File: config.mk
export PLATFORM = sky130hd
export DESIGN_NAME = irq_pending_latch
export DESIGN_NICKNAME = d
export VERILOG_FILES = /design/src/rtl/irq_pending_latch.sv
export SDC_FILE = /design/constraint.sdc
export NUM_CORES = 1
export LEC_CHECK = 0
export BUFFER_PORTS_ARGS = -buffer_cell sky130_fd_sc_hd__buf_2
export CAP_MARGIN = 40
export CORE_MARGIN = 5
export CORE_UTILIZATION = 50
export CTS_CLUSTER_DIAMETER = 120
export CTS_CLUSTER_SIZE = 28
export DETAILED_ROUTE_END_ITERATION = 8
export PLACE_DENSITY = 0.79
export SLEW_MARGIN = 10
export SYNTH_ARGS = -nofsm -noshare
export SYNTH_HDL_FRONTEND = slang
export SYNTH_SLANG_ARGS = --single-unit
File: constraint.sdc
create_clock -name clk -period 2.5 [get_ports clk]
set_input_delay 0.25 -clock clk [delete_from_list [all_inputs] [get_ports clk]]
set_output_delay 0.25 -clock clk [all_outputs]
set_load 0.01 [all_outputs]
File: src/rtl/irq_pending_latch.sv
// irq_pending_latch
//   Captures asynchronous request lines, synchronises them, qualifies each line
//   as edge or level, and holds the result in sticky pending bits. The
//   highest-priority enabled pending index is presented to the consumer over a
//   valid/ack handshake. Bit N-1 has the highest priority.
//
// Ports
//   clk        clock, rising edge
//   rst_n      asynchronous active-low reset
//   req_in     raw request lines, asynchronous to clk
//   edge_sel   per line: 1 = rising-edge event, 0 = level event
//   mask       per line: 1 = may be presented, 0 = held pending only
//   irq_ack    consumer accepts the presented index (one-cycle pulse)
//   ovf_clr    clears all overflow bits
//   irq_valid  an index is being presented
//   irq_idx    presented index, stable while irq_valid is high
//   pend       pending register, visible regardless of mask
//   ovf        sticky: event arrived while that line was already pending
//
// state   | meaning
// --------+-------------------------------------------------------------
// IDLE    | nothing presented; load highest enabled pending index if any
// PRESENT | irq_idx held and irq_valid high until irq_ack
module irq_pending_latch #(
  parameter int N           = 4,
  parameter int IDX_W       = 2,
  parameter int SYNC_STAGES = 2
) (
  input  logic             clk,
  input  logic             rst_n,
  input  logic [N-1:0]     req_in,
  input  logic [N-1:0]     edge_sel,
  input  logic [N-1:0]     mask,
  input  logic             irq_ack,
  input  logic             ovf_clr,
  output logic             irq_valid,
  output logic [IDX_W-1:0] irq_idx,
  output logic [N-1:0]     pend,
  output logic [N-1:0]     ovf
);

  typedef enum logic {
    IDLE    = 1'b0,
    PRESENT = 1'b1
  } state_t;

  state_t           state_q, state_nxt;
  logic [N-1:0]     sync_q [SYNC_STAGES];
  logic [N-1:0]     req_s, req_d;
  logic [N-1:0]     evt;
  logic [N-1:0]     clr_vec;
  logic [N-1:0]     active;
  logic [N-1:0]     pend_nxt, ovf_nxt;
  logic [IDX_W-1:0] idx_q, idx_nxt, hi_idx;

  // Synchroniser chain plus one extra delay for edge detection.
  always_ff @(posedge clk or negedge rst_n) begin
    if (!rst_n) begin
      for (int s = 0; s < SYNC_STAGES; s++) sync_q[s] <= '0;
      req_d <= '0;
    end else begin
      sync_q[0] <= req_in;
      for (int s = 1; s < SYNC_STAGES; s++) sync_q[s] <= sync_q[s-1];
      req_d <= req_s;
    end
  end

  assign req_s = sync_q[SYNC_STAGES-1];

  // edge_sel is used combinationally so a mode change acts the same cycle.
  assign evt = (edge_sel & req_s & ~req_d) | (~edge_sel & req_s);

  // Only an accepted grant clears a pend bit; ack outside PRESENT is ignored.
  always_comb begin
    clr_vec = '0;
    if (state_q == PRESENT && irq_ack) clr_vec[irq_idx] = 1'b1;
  end

  // Set wins over clear so an event coinciding with the ack is not lost.
  assign pend_nxt = (pend & ~clr_vec) | evt;
  // A bit being cleared this cycle simply re-pends; that is not an overflow.
  assign ovf_nxt  = (ovf & ~{N{ovf_clr}}) | (evt & pend & ~clr_vec);

  assign active = pend & mask;

  always_comb begin
    hi_idx = '0;
    for (int i = 0; i < N; i++) begin
      if (active[i]) hi_idx = IDX_W'(i);
    end
  end

  always_comb begin
    state_nxt = state_q;
    idx_nxt   = idx_q;
    case (state_q)
      IDLE: begin
        if (|active) begin
          idx_nxt   = hi_idx;
          state_nxt = PRESENT;
        end
      end
      PRESENT: begin
        if (irq_ack) state_nxt = IDLE;
      end
      default: state_nxt = IDLE;
    endcase
  end

  always_ff @(posedge clk or negedge rst_n) begin
    if (!rst_n) begin
      state_q <= IDLE;
      idx_q   <= '0;
      pend    <= '0;
      ovf     <= '0;
    end else begin
      state_q <= state_nxt;
      idx_q   <= idx_nxt;
      pend    <= pend_nxt;
      ovf     <= ovf_nxt;
    end
  end

  // Driven straight from the state flop so reset drops it asynchronously.
  assign irq_valid = (state_q == PRESENT);
  assign irq_idx   = idx_q;

endmodule

### Word-level counts from Yosys, hierarchy flattened

Cells that the tools add are included.
Widths: inputs -> output; s select.

| cells by class | value |
|---|---|
| add/subtract/negate cells | 0 |
| $mul | 0 |
| divide/modulo/power cells | 0 |
| order comparisons | 2 |
| equal/unequal tests | 0 |
| shift-type cells | 0 |
| muxes and demuxes | 9 |
| bitwise logic cells | 16 |
| reduce and logical (&&, ||, !) cells | 4 |

Operators by type and width:

| operator | number |
|---|---|
| $and 4x4->4 | 8 |
| $not 4->4 | 4 |
| $or 4x4->4 | 3 |
| $mux 1 | 4 |
| $mux 2 | 2 |
| $mux 4 | 1 |
| $reduce_or 4->1 | 1 |
| $lt 2x3->1 const B | 1 |
| $demux 1 s2 | 1 |
| $ge 2x1->1 const B | 1 |
| $logic_and 1x1->1 | 2 |
| $pmux 1 s2 | 1 |
| $reduce_and 2->1 | 1 |
| $not 1->1 | 1 |

| word-level totals | value |
|---|---|
| flip-flop bits (word level) | 23 |
| latch bits | 0 |
| RAM bits | 0 |
| bits in read-only memories | 0 |
| input bits | 16 |
| output and inout bits | 11 |
| logic and storage cells | 38 |
| memories kept | 0 |

### Longest topological paths before layout

| logic depth | value |
|---|---|
| depth after elaboration | 8 |
| depth in mapped cells | 3 |
| mapped depth without buffers | 3 |

### Worst setup path after synthesis

No wires, ideal clock.

| path | value |
|---|---|
| path type | register to register |
| start | register pend[0] |
| end | register idx_q[0], in the netlist irq_idx[0] |
| arrival time | 0.926 ns |
| data required time | 2.374 ns |
| setup slack | 1.448 ns |
| stages on the path, launching flop included | 4 |
| path buffers | 0 |
| clock period less this slack | 1.052 ns |
| path through | dfrtp_1 > nand2_1 > o2bb2ai_1 > a221o_1 |

| on the way | value |
|---|---|
| word-level cells in the longest chain between the ends | 3 |

Ends and longest elaborated chain:

| element | line | source |
|---|---|---|
| start, declared | 38 | `output logic [N-1:0] pend,` |
| start signal, assigned | 119 | `pend <= pend_nxt;` |
| $and 4x4->4 | 84 | `assign active = pend & mask;` |
| $reduce_or 4->1 | 98 | `if (\|active) begin` |
| $reduce_and 2->1 (no source line) | n/a |  |
| end signal, assigned | 118 | `idx_q <= idx_nxt;` |
| end, declared | 54 | `logic [IDX_W-1:0] idx_q, idx_nxt, hi_idx;` |

No other way between the ends.
A chain may end at the register's enable or synchronous reset.

### Worst setup path in the final report

| path | value |
|---|---|
| start | register idx_q[1], in the netlist irq_idx[1] |
| end | output irq_idx[1] |

RTL lines:

| element | line | source |
|---|---|---|
| end, declared | 37 | `output logic [IDX_W-1:0] irq_idx,` |

No word-level cell between the ends.

==> results.sh <==
export IMPL_utilization_pct=65.6
export IMPL_final_antenna_net_count=0
export IMPL_drc=0
export IMPL_die_area_mm2=0.00251
export IMPL_p_clk_share_pct=20.1
export IMPL_synth_avg_cell_area_um2=12.7
export IMPL_clkTransAtPathRegs_ns=0.11
export IMPL_cts_resized=0
export IMPL_internal_power_mw=0.558
export IMPL_p_sw_share_pct=30.1
export IMPL_wl_per_cell_um=13.3
export IMPL_hold_path_class="in -> reg"
export IMPL_worstSkewPairLatency_ns=0.30
export IMPL_period_needed_ns=1.25
export IMPL_grt_overflow=0
export IMPL_synth_cell_types=14
export IMPL_yosysWarnings=0
export IMPL_nNetsFinal=111
export IMPL_globalplace_congestion=0.789
export IMPL_fp_row_count=14
export IMPL_dp_slack_ns=1.40
export IMPL_required_ns=2.25
export IMPL_drtPass1Iterations=3
export IMPL_drtIter0Drc=7
export IMPL_whs_path_depth=1
export IMPL_track_usage_pct=13.2
export IMPL_layoutNonFillerInstCount=110
export IMPL_total_power_mw=0.799
export IMPL_worstSetupPathType="reg -> out"
export IMPL_maxSlewHeadroom_pct=68.0
export IMPL_crit_slowest_cell="dfrtp_1"
export IMPL_post_cts_buffers=0
export IMPL_worst_pin_slew_ns=0.479
export IMPL_max_freq_ghz=0.797
export IMPL_final_area_um2=988
export IMPL_ctsRootBufferMaster="clkbuf_4"
export IMPL_worstHoldStart="req_in[1]"
export IMPL_drv_cap=0
export IMPL_rsz0062_at_grt="false"
export IMPL_dp_hpwl_um=1120
export IMPL_die_width_um=50.1
export IMPL_hold_violations=0
export IMPL_grt_max_degree=24
export IMPL_place_area_um2=952
export IMPL_antenna_found_initial=0
export IMPL_cp_end_kind="primary output"
export IMPL_cpPeakStageDelay_ns=0.52
export IMPL_cts_tree="done"
export IMPL_maxSlewViolCount=0
export IMPL_status="complete, no violations"
export IMPL_finalSetupViolations=0
export IMPL_syn2layout_area_growth_pct=23.2
export IMPL_cts_sinks=23
export IMPL_hold_buffers=1
export IMPL_reg2reg_slack_ns=1.36
export IMPL_r2r_start="irq_idx[0]"
export IMPL_syn_area_um2=802
export IMPL_finalCritPeriodShare_pct=50.2
export IMPL_p_per_area_mw_per_mm2=808
export IMPL_r2r_end="ovf[1]"
export IMPL_avgViaCountPerCell=5.17
export IMPL_routed_wl_um=1460
export IMPL_clock_path_buffers=2
export IMPL_io_pins=27
export IMPL_r2r_cells=3
export IMPL_cp_top_family="flip-flops"
export IMPL_power_net_switching_mw=0.241
export IMPL_diodes=0
export IMPL_finalSetupTns_ns=0
export IMPL_seq_area_frac_synth_pct=71.8
export IMPL_cts_buffers=3
export IMPL_die_y_um=50.1
export IMPL_critPathArrivalTime_ns=1.00
export IMPL_hold_ws_ns=0.0482
export IMPL_grt_pass1_vias=561
export IMPL_clock_skew_ns=0.000392
export IMPL_ys_ff_latch=23
export IMPL_whs_endpoint="sync_q[5]"
export IMPL_grt_pass1_wl_um=2520
export IMPL_path_cells="buf_2"
export IMPL_p_seq_share_pct=59.2
export IMPL_core_area_mm2=0.00151
export IMPL_comb_power_share_pct=20.7
export IMPL_portBuffers=26
export IMPL_initial_core_util_pct=53.2
export IMPL_crit_buf_inv=1
export IMPL_syn_inst=63
export IMPL_ir_drop_v=0.000412
export IMPL_final_setup_worst_slack_ns=1.25
export IMPL_synth_nets=79
export IMPL_p_leak_nw=0.482
export IMPL_h_tree_depth=1
export IMPL_cp_start_kind="flop"
export IMPL_dp_cells=105
export IMPL_crit_fanout=5
export IMPL_layout_drive_gt1_share_pct=34.0
export IMPL_vias=569
[layout by cell type (no fill, tap or decap)]
| cell type | count |
|---|---|
| dlygate4sd3_1 | 1 |
| o21ai_0 | 2 |
| nand2_1 | 17 |
| dfrtp_1 | 23 |
| o2bb2ai_1 | 1 |
| o21a_1 | 1 |
| o31ai_4 | 2 |
| o21ai_1 | 2 |
| nand2_2 | 1 |
| a22oi_1 | 2 |
| inv_1 | 5 |
| buf_2 | 26 |
| a221o_1 | 1 |
| clkbuf_4 | 3 |
| nand3_1 | 1 |
| clkbuf_1 | 1 |
| o22ai_1 | 4 |
| nor2_1 | 1 |
[flip-flops by register name, indices dropped and copies added (netlist names)]
register   flops
req_s          4
pend           4
req_d          4
irq_idx        2
ovf            4
sync_q         4
irq_valid      1
[kinds of logic after synthesis]
| kind of cell | count (synthesis) | share of synthesized area, % |
|---|---|---|
| buffers and inverters | 5 | 2.34 |
| AOI/OAI and AO/OA | 15 | 16.1 |
| and+or+nand+nor | 20 | 9.83 |
| DFF | 23 | 71.8 |
[per-layer routing]
layer  GRT usage [%]  wire, um  vias up
li1                -         -      278
met1            16.0       585      270
met2            21.1       736       19
met3            3.92       134        2
met4            6.55         6        0
met5               0         0        -
[power groups by stage]
stage | clock network (mW) | logic [mW] | registers (mW)
after floorplan | 0 | 0.0744 | 0.491
after global placement | 0 | 0.163 | 0.477
after detailed placement | 0 | 0.166 | 0.481
after CTS | 0.167 | 0.169 | 0.474
after global routing | 0.185 | 0.184 | 0.481
final | 0.161 | 0.165 | 0.473
[cell usage after synthesis (all sizes together)]
cell type | instances | area (um^2)
nand3 | 1 | 5.00
o21a | 1 | 7.51
nor2 | 1 | 3.75
dfrtp | 23 | 576
a221o | 1 | 10.0
a22oi | 2 | 15.0
inv | 5 | 18.8
o21ai | 4 | 20.0
o2bb2ai | 1 | 8.76
nand2 | 18 | 70.1
o22ai | 4 | 25.0
o31ai | 2 | 42.5
[worst max-delay path by stage]
| stage | from | to | slack [ns] | cells after the start |
|---|---|---|---|---|
| 5_1_grt | irq_idx[1] | irq_idx[1] | 1.19 | 1 |
| 3_3_place_gp | irq_idx[0] | ovf[1] | 1.44 | 3 |
| 6_report | irq_idx[1] | irq_idx[1] | 1.25 | 1 |
| 3_5_place_dp | irq_idx[0] | ovf[1] | 1.40 | 3 |
| 2_1_floorplan | pend[0] | irq_idx[0] | 1.45 | 3 |
| 4_1_cts | irq_idx[1] | irq_idx[1] | 1.22 | 1 |
[final cells by class]
cell class | instances | area, um^2
Clock buffer | 4 | 26.3
Fill cell | 127 | 518
Inverter | 5 | 18.8
Multi-Input combinational cell | 35 | 208
Sequential cell | 23 | 576
Tap cell | 16 | 20.0
Timing Repair Buffer | 27 | 140
Power figures use the tool's default switching activity.
